**src/rtl/tile_accumulator.sv**
```systemverilog
// tile_accumulator: sums 6x6 partial result tiles across input channels, then drains the
// finished tile one element per cycle to output memory with a linear feature-map address.
module tile_accumulator #(
  parameter int IN_W   = 12,
  parameter int ACC_W  = 20,
  parameter int OUT_W  = 16,
  parameter int IMG_H  = 64,
  parameter int IMG_W  = 64,
  parameter int ADDR_W = 20
) (
  input  logic                        clk,
  input  logic                        reset,
  input  logic [5:0][5:0][IN_W-1:0]   in_tile_i,
  input  logic                        in_valid_i,
  output logic                        in_ready_o,
  input  logic [7:0]                  in_od_i,
  input  logic [8:0]                  in_x_i,
  input  logic [8:0]                  in_y_i,
  input  logic                        in_size_i,
  input  logic                        in_last_i,
  output logic                        wr_valid_o,
  input  logic                        wr_ready_i,
  output logic [ADDR_W-1:0]           wr_addr_o,
  output logic [OUT_W-1:0]            wr_data_o,
  output logic                        busy_o
);

  typedef enum logic {ACCUM, DRAIN} state_t;

  localparam longint ACC_MAX = (longint'(1) <<< (ACC_W-1)) - longint'(1);
  localparam longint ACC_MIN = -(longint'(1) <<< (ACC_W-1));
  localparam longint OUT_MAX = (longint'(1) <<< (OUT_W-1)) - longint'(1);
  localparam longint OUT_MIN = -(longint'(1) <<< (OUT_W-1));

  function automatic logic [ACC_W-1:0] sat_acc(input logic [ACC_W-1:0] a,
                                               input logic [IN_W-1:0]  b);
    longint s;
    s = longint'($signed(a)) + longint'($signed(b));
    if (s > ACC_MAX) s = ACC_MAX;
    else if (s < ACC_MIN) s = ACC_MIN;
    return ACC_W'(s);
  endfunction

  function automatic logic [OUT_W-1:0] sat_out(input logic [ACC_W-1:0] a);
    longint s;
    s = longint'($signed(a));
    if (s > OUT_MAX) s = OUT_MAX;
    else if (s < OUT_MIN) s = OUT_MIN;
    return OUT_W'(s);
  endfunction

  state_t             r_state;
  logic [ACC_W-1:0]   r_buf [6][6];
  logic [7:0]         r_od;
  logic [8:0]         r_x, r_y;
  logic               r_size;
  logic [15:0]        r_cnt;
  logic [2:0]         r_i, r_j;
  logic               r_wr_valid;
  logic [ADDR_W-1:0]  r_addr;
  logic [OUT_W-1:0]   r_data;

  logic [ACC_W-1:0]   w_sum [6][6];
  logic               w_xfer;
  logic [2:0]         w_lim, w_ni, w_nj;
  logic               w_last_el;
  logic [7:0]         w_od;
  logic [8:0]         w_x, w_y;
  logic [9:0]         w_row, w_col;
  logic               w_inb;
  logic [ADDR_W-1:0]  w_addr;
  logic [ACC_W-1:0]   w_elem;
  logic [OUT_W-1:0]   w_data;

  assign in_ready_o = (r_state == ACCUM);
  assign w_xfer     = in_valid_i && in_ready_o;
  assign wr_valid_o = r_wr_valid;
  assign wr_addr_o  = r_addr;
  assign wr_data_o  = r_data;
  assign busy_o     = (r_state == DRAIN) || (r_cnt != '0);

  always_comb begin
    for (int unsigned i = 0; i < 6; i++)
      for (int unsigned j = 0; j < 6; j++)
        w_sum[i][j] = sat_acc(r_buf[i][j], in_tile_i[i][j]);
  end

  // Outputs are registered, so the element to present next is computed one cycle ahead;
  // on the final accepting transfer it comes straight from the new sums and input metadata.
  always_comb begin
    w_lim     = r_size ? 3'd3 : 3'd5;
    w_last_el = (r_i == w_lim) && (r_j == w_lim);
    if (r_state == ACCUM) begin
      w_ni = '0;
      w_nj = '0;
    end else if (r_j == w_lim) begin
      w_ni = r_i + 3'd1;
      w_nj = '0;
    end else begin
      w_ni = r_i;
      w_nj = r_j + 3'd1;
    end
    w_od   = (r_state == ACCUM) ? in_od_i : r_od;
    w_x    = (r_state == ACCUM) ? in_x_i  : r_x;
    w_y    = (r_state == ACCUM) ? in_y_i  : r_y;
    w_row  = 10'(w_x) + 10'(w_ni);
    w_col  = 10'(w_y) + 10'(w_nj);
    w_inb  = (32'(w_row) < 32'(IMG_H)) && (32'(w_col) < 32'(IMG_W));
    w_addr = ADDR_W'(32'(w_od) * 32'(IMG_H) * 32'(IMG_W) + 32'(w_row) * 32'(IMG_W) + 32'(w_col));
    w_elem = (r_state == ACCUM) ? w_sum[w_ni][w_nj] : r_buf[w_ni][w_nj];
    w_data = sat_out(w_elem);
  end

  always_ff @(posedge clk or posedge reset) begin
    if (reset) begin
      r_state <= ACCUM;
      for (int unsigned i = 0; i < 6; i++)
        for (int unsigned j = 0; j < 6; j++)
          r_buf[i][j] <= '0;
      r_od       <= '0;
      r_x        <= '0;
      r_y        <= '0;
      r_size     <= 1'b0;
      r_cnt      <= '0;
      r_i        <= '0;
      r_j        <= '0;
      r_wr_valid <= 1'b0;
      r_addr     <= '0;
      r_data     <= '0;
    end else begin
      case (r_state)
        ACCUM: if (w_xfer) begin
          for (int unsigned i = 0; i < 6; i++)
            for (int unsigned j = 0; j < 6; j++)
              r_buf[i][j] <= w_sum[i][j];
          r_od   <= in_od_i;
          r_x    <= in_x_i;
          r_y    <= in_y_i;
          r_size <= in_size_i;
          r_cnt  <= r_cnt + 16'd1;
          if (in_last_i) begin
            r_state    <= DRAIN;
            r_i        <= '0;
            r_j        <= '0;
            r_wr_valid <= w_inb;
            r_addr     <= w_addr;
            r_data     <= w_data;
          end
        end
        DRAIN: if (!r_wr_valid || wr_ready_i) begin
          if (w_last_el) begin
            r_state <= ACCUM;
            for (int unsigned i = 0; i < 6; i++)
              for (int unsigned j = 0; j < 6; j++)
                r_buf[i][j] <= '0;
            r_cnt      <= '0;
            r_wr_valid <= 1'b0;
          end else begin
            r_i        <= w_ni;
            r_j        <= w_nj;
            r_wr_valid <= w_inb;
            r_addr     <= w_addr;
            r_data     <= w_data;
          end
        end
        default: r_state <= ACCUM;
      endcase
    end
  end

endmodule
```
**config.mk**
```make
export PLATFORM = sky130hd
export DESIGN_NAME = tile_accumulator
export DESIGN_NICKNAME = d
export VERILOG_FILES = /design/src/rtl/tile_accumulator.sv
export SDC_FILE = /design/constraint.sdc
export NUM_CORES = 2
export LEC_CHECK = 0
export ABC_AREA = 1
export CORE_ASPECT_RATIO = 1.4
export CORE_MARGIN = 1.5
export CORE_UTILIZATION = 62
export CTS_CLUSTER_DIAMETER = 30
export DETAILED_ROUTE_END_ITERATION = 10
export HOLD_SLACK_MARGIN = 0.06
export PLACE_DENSITY = 0.83
export SETUP_SLACK_MARGIN = 0.5
export SLEW_MARGIN = 10
export SYNTH_ARGS = -nofsm -noshare
export SYNTH_HDL_FRONTEND = slang
export SYNTH_SLANG_ARGS = --single-unit
```
**constraint.sdc**
```tcl
create_clock -name clk -period 51.8 [get_ports clk]
set_input_delay 10.36 -clock clk [delete_from_list [all_inputs] [get_ports clk]]
set_output_delay 10.36 -clock clk [all_outputs]
set_load 0.02 [all_outputs]
```
After elaboration in Yosys (flattened, before gate mapping)
Index checks and enable logic that the tools add are counted.
- output and inout bits: 39
- logic and storage cells: 320
- flip-flop bits (word level): 807
- input port bits: 464
- $add $sub $neg: 43
- bitwise gates (word level): 3
- reduce and logical (&&, ||, !) cells: 11
- order comparisons: 78
- multiplexer cells: 131
- equal/unequal tests: 7
- operator list (cell ; number):
    two-way mux 720 bit ; 3
    two-way mux 20 bit ; 81
    one-hot mux 720 bit (2 select lines) ; 1
    adder 20 x 12 -> 21 bit ; 36
    greater-than comparator 21 x 20 -> 1 bit, second input constant ; 36
    < comparator 21 x 20 -> 1 bit, second input constant ; 36
    binary-select mux 120 bit (select 3 bit) ; 2
    two-way mux 120 bit ; 4
    two-way mux 16 bit ; 9
    binary-select mux 20 bit (select 3 bit) ; 2
    one-hot mux 16 bit (2 select lines) ; 2
    one-hot mux 20 bit (2 select lines) ; 1
    two-way mux 3 bit ; 11
    adder 20 x 10 -> 20 bit ; 1
    adder 20 x 16 -> 20 bit ; 1
    adder 9 x 3 -> 10 bit ; 2
    greater-than comparator 20 x 16 -> 1 bit, second input constant ; 1
    < comparator 10 x 7 -> 1 bit, second input constant ; 2
    < comparator 20 x 16 -> 1 bit, second input constant ; 1
    two-way mux 9 bit ; 2
    adder 16 x 1 -> 16 bit, second input constant ; 1
    nonzero test 16 bit ; 1
    one-hot mux 3 bit (2 select lines) ; 2
    >= comparator 4 bit, second input constant ; 2
    other kinds (15) ; 33

Logic depth before layout (Yosys ltp)
- word-level depth: 18
- mapped depth: 36
- gate-level depth less buffers: 32

Least setup slack after synthesis
Ideal clock, no wire load.
- path type: input -> register
- start: input port in_y_i[0]
- end: register r_addr[18], in the netlist wr_addr_o[18]
- path slack: 37.758 ns
- data required time: 51.669 ns
- path buffers: 0
- arrival time: 13.911 ns
- stages: 24
- cell sequence: inv_1 > o21ai_0 > ha_1 > inv_1 > fa_1 > or2_2 > a21oi_1 > inv_1 > o31ai_1 > nand2_1 > inv_1 > ha_1 > inv_1 > fa_1 > nor2_1 > a211oi_1 > nor3b_1 > nand2_1 > o21ai_1 > a21oi_1 > o21ai_1 > nand3_1 > xor2_1 > o21ai_1
- cells in the longest elaborated chain, start to end: 6
- elaborated cells on any way between the ends: 8
- classes of those cells: 2 x add/sub; 6 x mux
- ends and longest elaborated chain (what ; RTL line ; source):
    from (decl) ; 18 ; input logic [8:0] in_y_i,
    two-way mux 9 bit * ; 105 ; w_y = (r_state == ACCUM) ? in_y_i : r_y;
    adder 9 x 3 -> 10 bit * ; 107 ; w_col = 10'(w_y) + 10'(w_nj);
    adder 20 x 10 -> 20 bit * ; 109 ; w_addr = ADDR_W'(32'(w_od) * 32'(IMG_H) * 32'(IMG_W) + 32'(w_row) * 32'(IMG_W) + 32'(w_col));
    two-way mux 20 bit, on equally long branches ; 151, 141 ;
    two-way mux 20 bit, on equally long branches ; 150, 132 ;
    one-hot mux 20 bit (2 select lines) * ; 131 ; case (r_state)
    to (signal assigned) ; 146 ; r_addr <= w_addr;
    to (signal assigned) ; 162 ; r_addr <= w_addr;
    to (decl) ; 60 ; logic [ADDR_W-1:0] r_addr;
Mark *: on every way between the ends. The rest lies on a longest branch, timed or not. The select of a mux whose other input is x is not followed.
A chain may end at the register's enable or synchronous reset.

Final worst setup path
- start: input port in_y_i[0]
- end: register r_addr[17], in the netlist wr_addr_o[17]
Same word-level chain as after synthesis.

==> impl_metrics.yaml <==
yosys:
  syn_area_um2: 72200
  yosys.area_share.adder_pct: 13.9
  syn_nets: 11200
  synthFlopType: "dfrtp_1"
  ys_ff_latch: 807
  synth_compound_area_share_pct: 21.4
  synth_top_family_by_area: "compound AO/OA/AOI/OAI gates"
  synth_area_leaders: "dfrtp_1, ha_1, nand2_1, a21oi_1, o21ai_0"
  yosys.area_share.simple_pct: 21.3
  ys_async_sr_fraction_pct: 100
  synthCells: 9951
  synthDistinctLibCells: 64
  muxShareOfSynthArea_pct: 0.0832
  yosys.area.top_type: "dfrtp_1"
  yosys_warnings: 0
  synthXorXnorAreaFrac_pct: 7.99
  syn_avg_cell_area_um2: 7.25
  synth-edff-count: 0
  netlist.area_leader.share_pct: 28.0
  synth-seq-area-share_pct: 28.0
cts:
  clk_latency_ns: 0.83
  clk_pin_slew_ns: 0.05
  cts_tree: "built"
  htreeDepth: 4
  numCtsBuffers: 182
  cts-root-buf: "clkbuf_16"
  postCtsHoldBufs: 0
  clockBufferDepth: 3
  cts_sinks: 807
  cts_setup_buffers: 0
  cts_resized: 0
routing:
  routed_via_density: 6.33
  vias: 75900
  antenna_left: 0
  drtIter0Drc: 7426
  drc: 0
  wl_per_cell_um: 22.5
  drtPass1Iterations: 9
  routed_wl_um: 269000
timing:
  max_freq_ghz: 0.0690
  min_period_ns: 14.49
  hold-worst-slack_ns: 0.464
  setup_violations: 0
  post-route-period-util_pct: 28.0
  relSlewSlack_pct: 1.34
  tightest_slew_ns: 1.46
  report.final.slew_viol_count: 0
  setup_tns_ns: 0
  grt_setup_unrepaired: "no"
  hold_viol_final: 0
  worst_clock_skew_ns: 0.0289
setup_path:
  arrival_ns: 15.22
  critical_path_class: "input pin to flop"
  cp-start-kind: "input pin"
  required_ns: 52.53
  r2r_slack_ns: 46.04
  crit_path_end_kind: "flop"
  max_stage_delay_ns: 0.46
  slowest_stage: "clkdlybuf4s50_1"
  path_max_fanout: 4
  reg2reg_from: "r_j[2]"
  critPathBufInv: 7
  cpLargestDelayFamily: "compound AO/OA/AOI/OAI gates"
  critPathLaunch: "in_y_i[0]"
pwr:
  ir_drop_uv: 68.2
  finalPower_uw: 6230
  p_leak_uw: 0.0410
  power_density_nw_per_um2: 73.8
placed_design:
  dpl.hpwl_um: 197000
  port_buffers: 502
  gp_congestion: 1.06
floorplan:
  row_count: 147
  ioPinCount: 503
  core_um2: 115000
  initial_core_util_pct: 62.7
  die-area_um2: 118000
  die_w_um: 291
  die_y_um: 407
job:
  drv_cap: 2
cells_and_area:
  regArea_um2: 20200
  multi_input_area_um2: 46800
  nets: 11600
  synthToLayoutAreaGrowth_pct: 17.0
  nFillCells: 9180
  drive_above_1_share_pct: 4.17
global_route:
  grt_pass1_wl_um: 411000
  grt_overflow: 0
  grt_pass1_vias: 74100
  grt_max_degree: 175
  track_usage_pct: 44.6
  antenna_found_initial: 27
outcome:
  violations: "capacitance limit"
  status: "finished with violations"
min_path:
  hold_path_startpoint: "r_y[3]"
  hold_class: "flop to flop"
==> per-stage QoR <==
stage	instance area (um2)	std cells	setup slack, ns	utilization (%)
after floorplan	72200	9951	18.78	-
after global placement	77900	11600	36.60	67.6
after detailed placement	77900	11600	36.57	67.6
after CTS	84300	12000	37.39	73.3
after global routing	84400	12000	36.82	73.3
final	84400	12000	37.31	73.3
==> per-layer routing <==
layer	up-vias	part of all wire, %	GRT usage, %
met5	-	0.047	0
met4	20	11	43.4
met3	1146	9.2	10.4
met2	3873	45	70.7
met1	35700	35	49.1
li1	35100	-	-
==> registers in the layout, summed over array words and instances (netlist names) <==
name        flops
r_cnt          16
r_state         1
r_i             3
r_buf         720
r_od            8
r_x             9
wr_valid_o      1
r_size          1
r_y             9
r_j             3
wr_data_o      16
wr_addr_o      20
==> worst paths after layout <==
kind,cells past startpoint,to
max,29,wr_addr_o[17]
min,2,r_y[3]
max reg2reg,11,r_buf[418]
min reg2reg,2,r_y[3]
max in group asynchronous,5,r_buf[266]
min in group asynchronous,2,r_buf[446]
==> synthesized netlist by cell type, types with 14 or more instances <==
cell,instances
a211oi_1,25
a21boi_0,35
a21o_1,25
a21oi_1,941
a221oi_1,15
a31oi_1,58
buf_1,20
buf_2,118
buf_4,17
buf_6,14
clkbuf_1,187
dfrtp_1,807
fa_1,39
ha_1,738
inv_1,954
nand2_1,2298
nand3_1,614
nand3b_1,31
nand4_1,89
nor2_1,511
nor3_1,76
nor4_1,25
o211ai_1,289
o21a_1,25
o21ai_0,796
o21ai_1,174
o21bai_1,26
o221ai_1,138
o22ai_1,60
o31ai_1,20
or2_2,20
xnor2_1,263
xor2_1,393
==> power breakdown <==
group	switching, uW	leakage [uW]	internal [uW]
clock network	410	0.00310	818
registers	244	0.0103	901
logic	2570	0.0276	1290
total	3220	0.0410	3000
==> cell usage in the layout, fill, tap and decap left out, types with 26 or more instances in the layout <==
cell,instances
clkbuf_16,183
a21boi_0,35
o22ai_1,60
ha_1,738
o21bai_1,26
nor3_1,76
clkbuf_8,26
o21ai_0,794
a31oi_1,58
fa_1,39
buf_4,36
nand4_1,89
dfrtp_1,806
xnor2_1,263
nor2_1,508
clkinvlp_4,28
o21ai_1,175
inv_1,949
bufinv_16,27
o221ai_1,138
clkdlybuf4s50_1,502
nand3b_1,31
xor2_1,393
nand3_1,613
o211ai_1,289
nand2_1,2297
a21oi_1,941
==> worst min-delay path, delay by kind of cell (launching register included) <==
kind	cells	cell delay, ns
flip-flops	1	0.33
AND/OR/NAND/NOR	2	0.10
==> layout make-up <==
class                      count  share of cell area, %
timing repair buffer         545                   6.44
antenna                       17                 0.0504
sequential                   807                   23.9
clock inverter               108                   1.76
tap                         1490                   2.21
multi-input combinational   7829                   55.4
clock buffer                 223                   5.91
inverter                     958                   4.29
==> kinds of logic after synthesis <==
group	Yosys count
and+or+nand+nor	3707
xor gates and xnor gates	657
DFF	807
muxes	6
AOI/OAI and AO/OA	2682
adders and majority gates	777
buffers and inverters	1315
No activity file was read; power rests on OpenSTA's default activity.
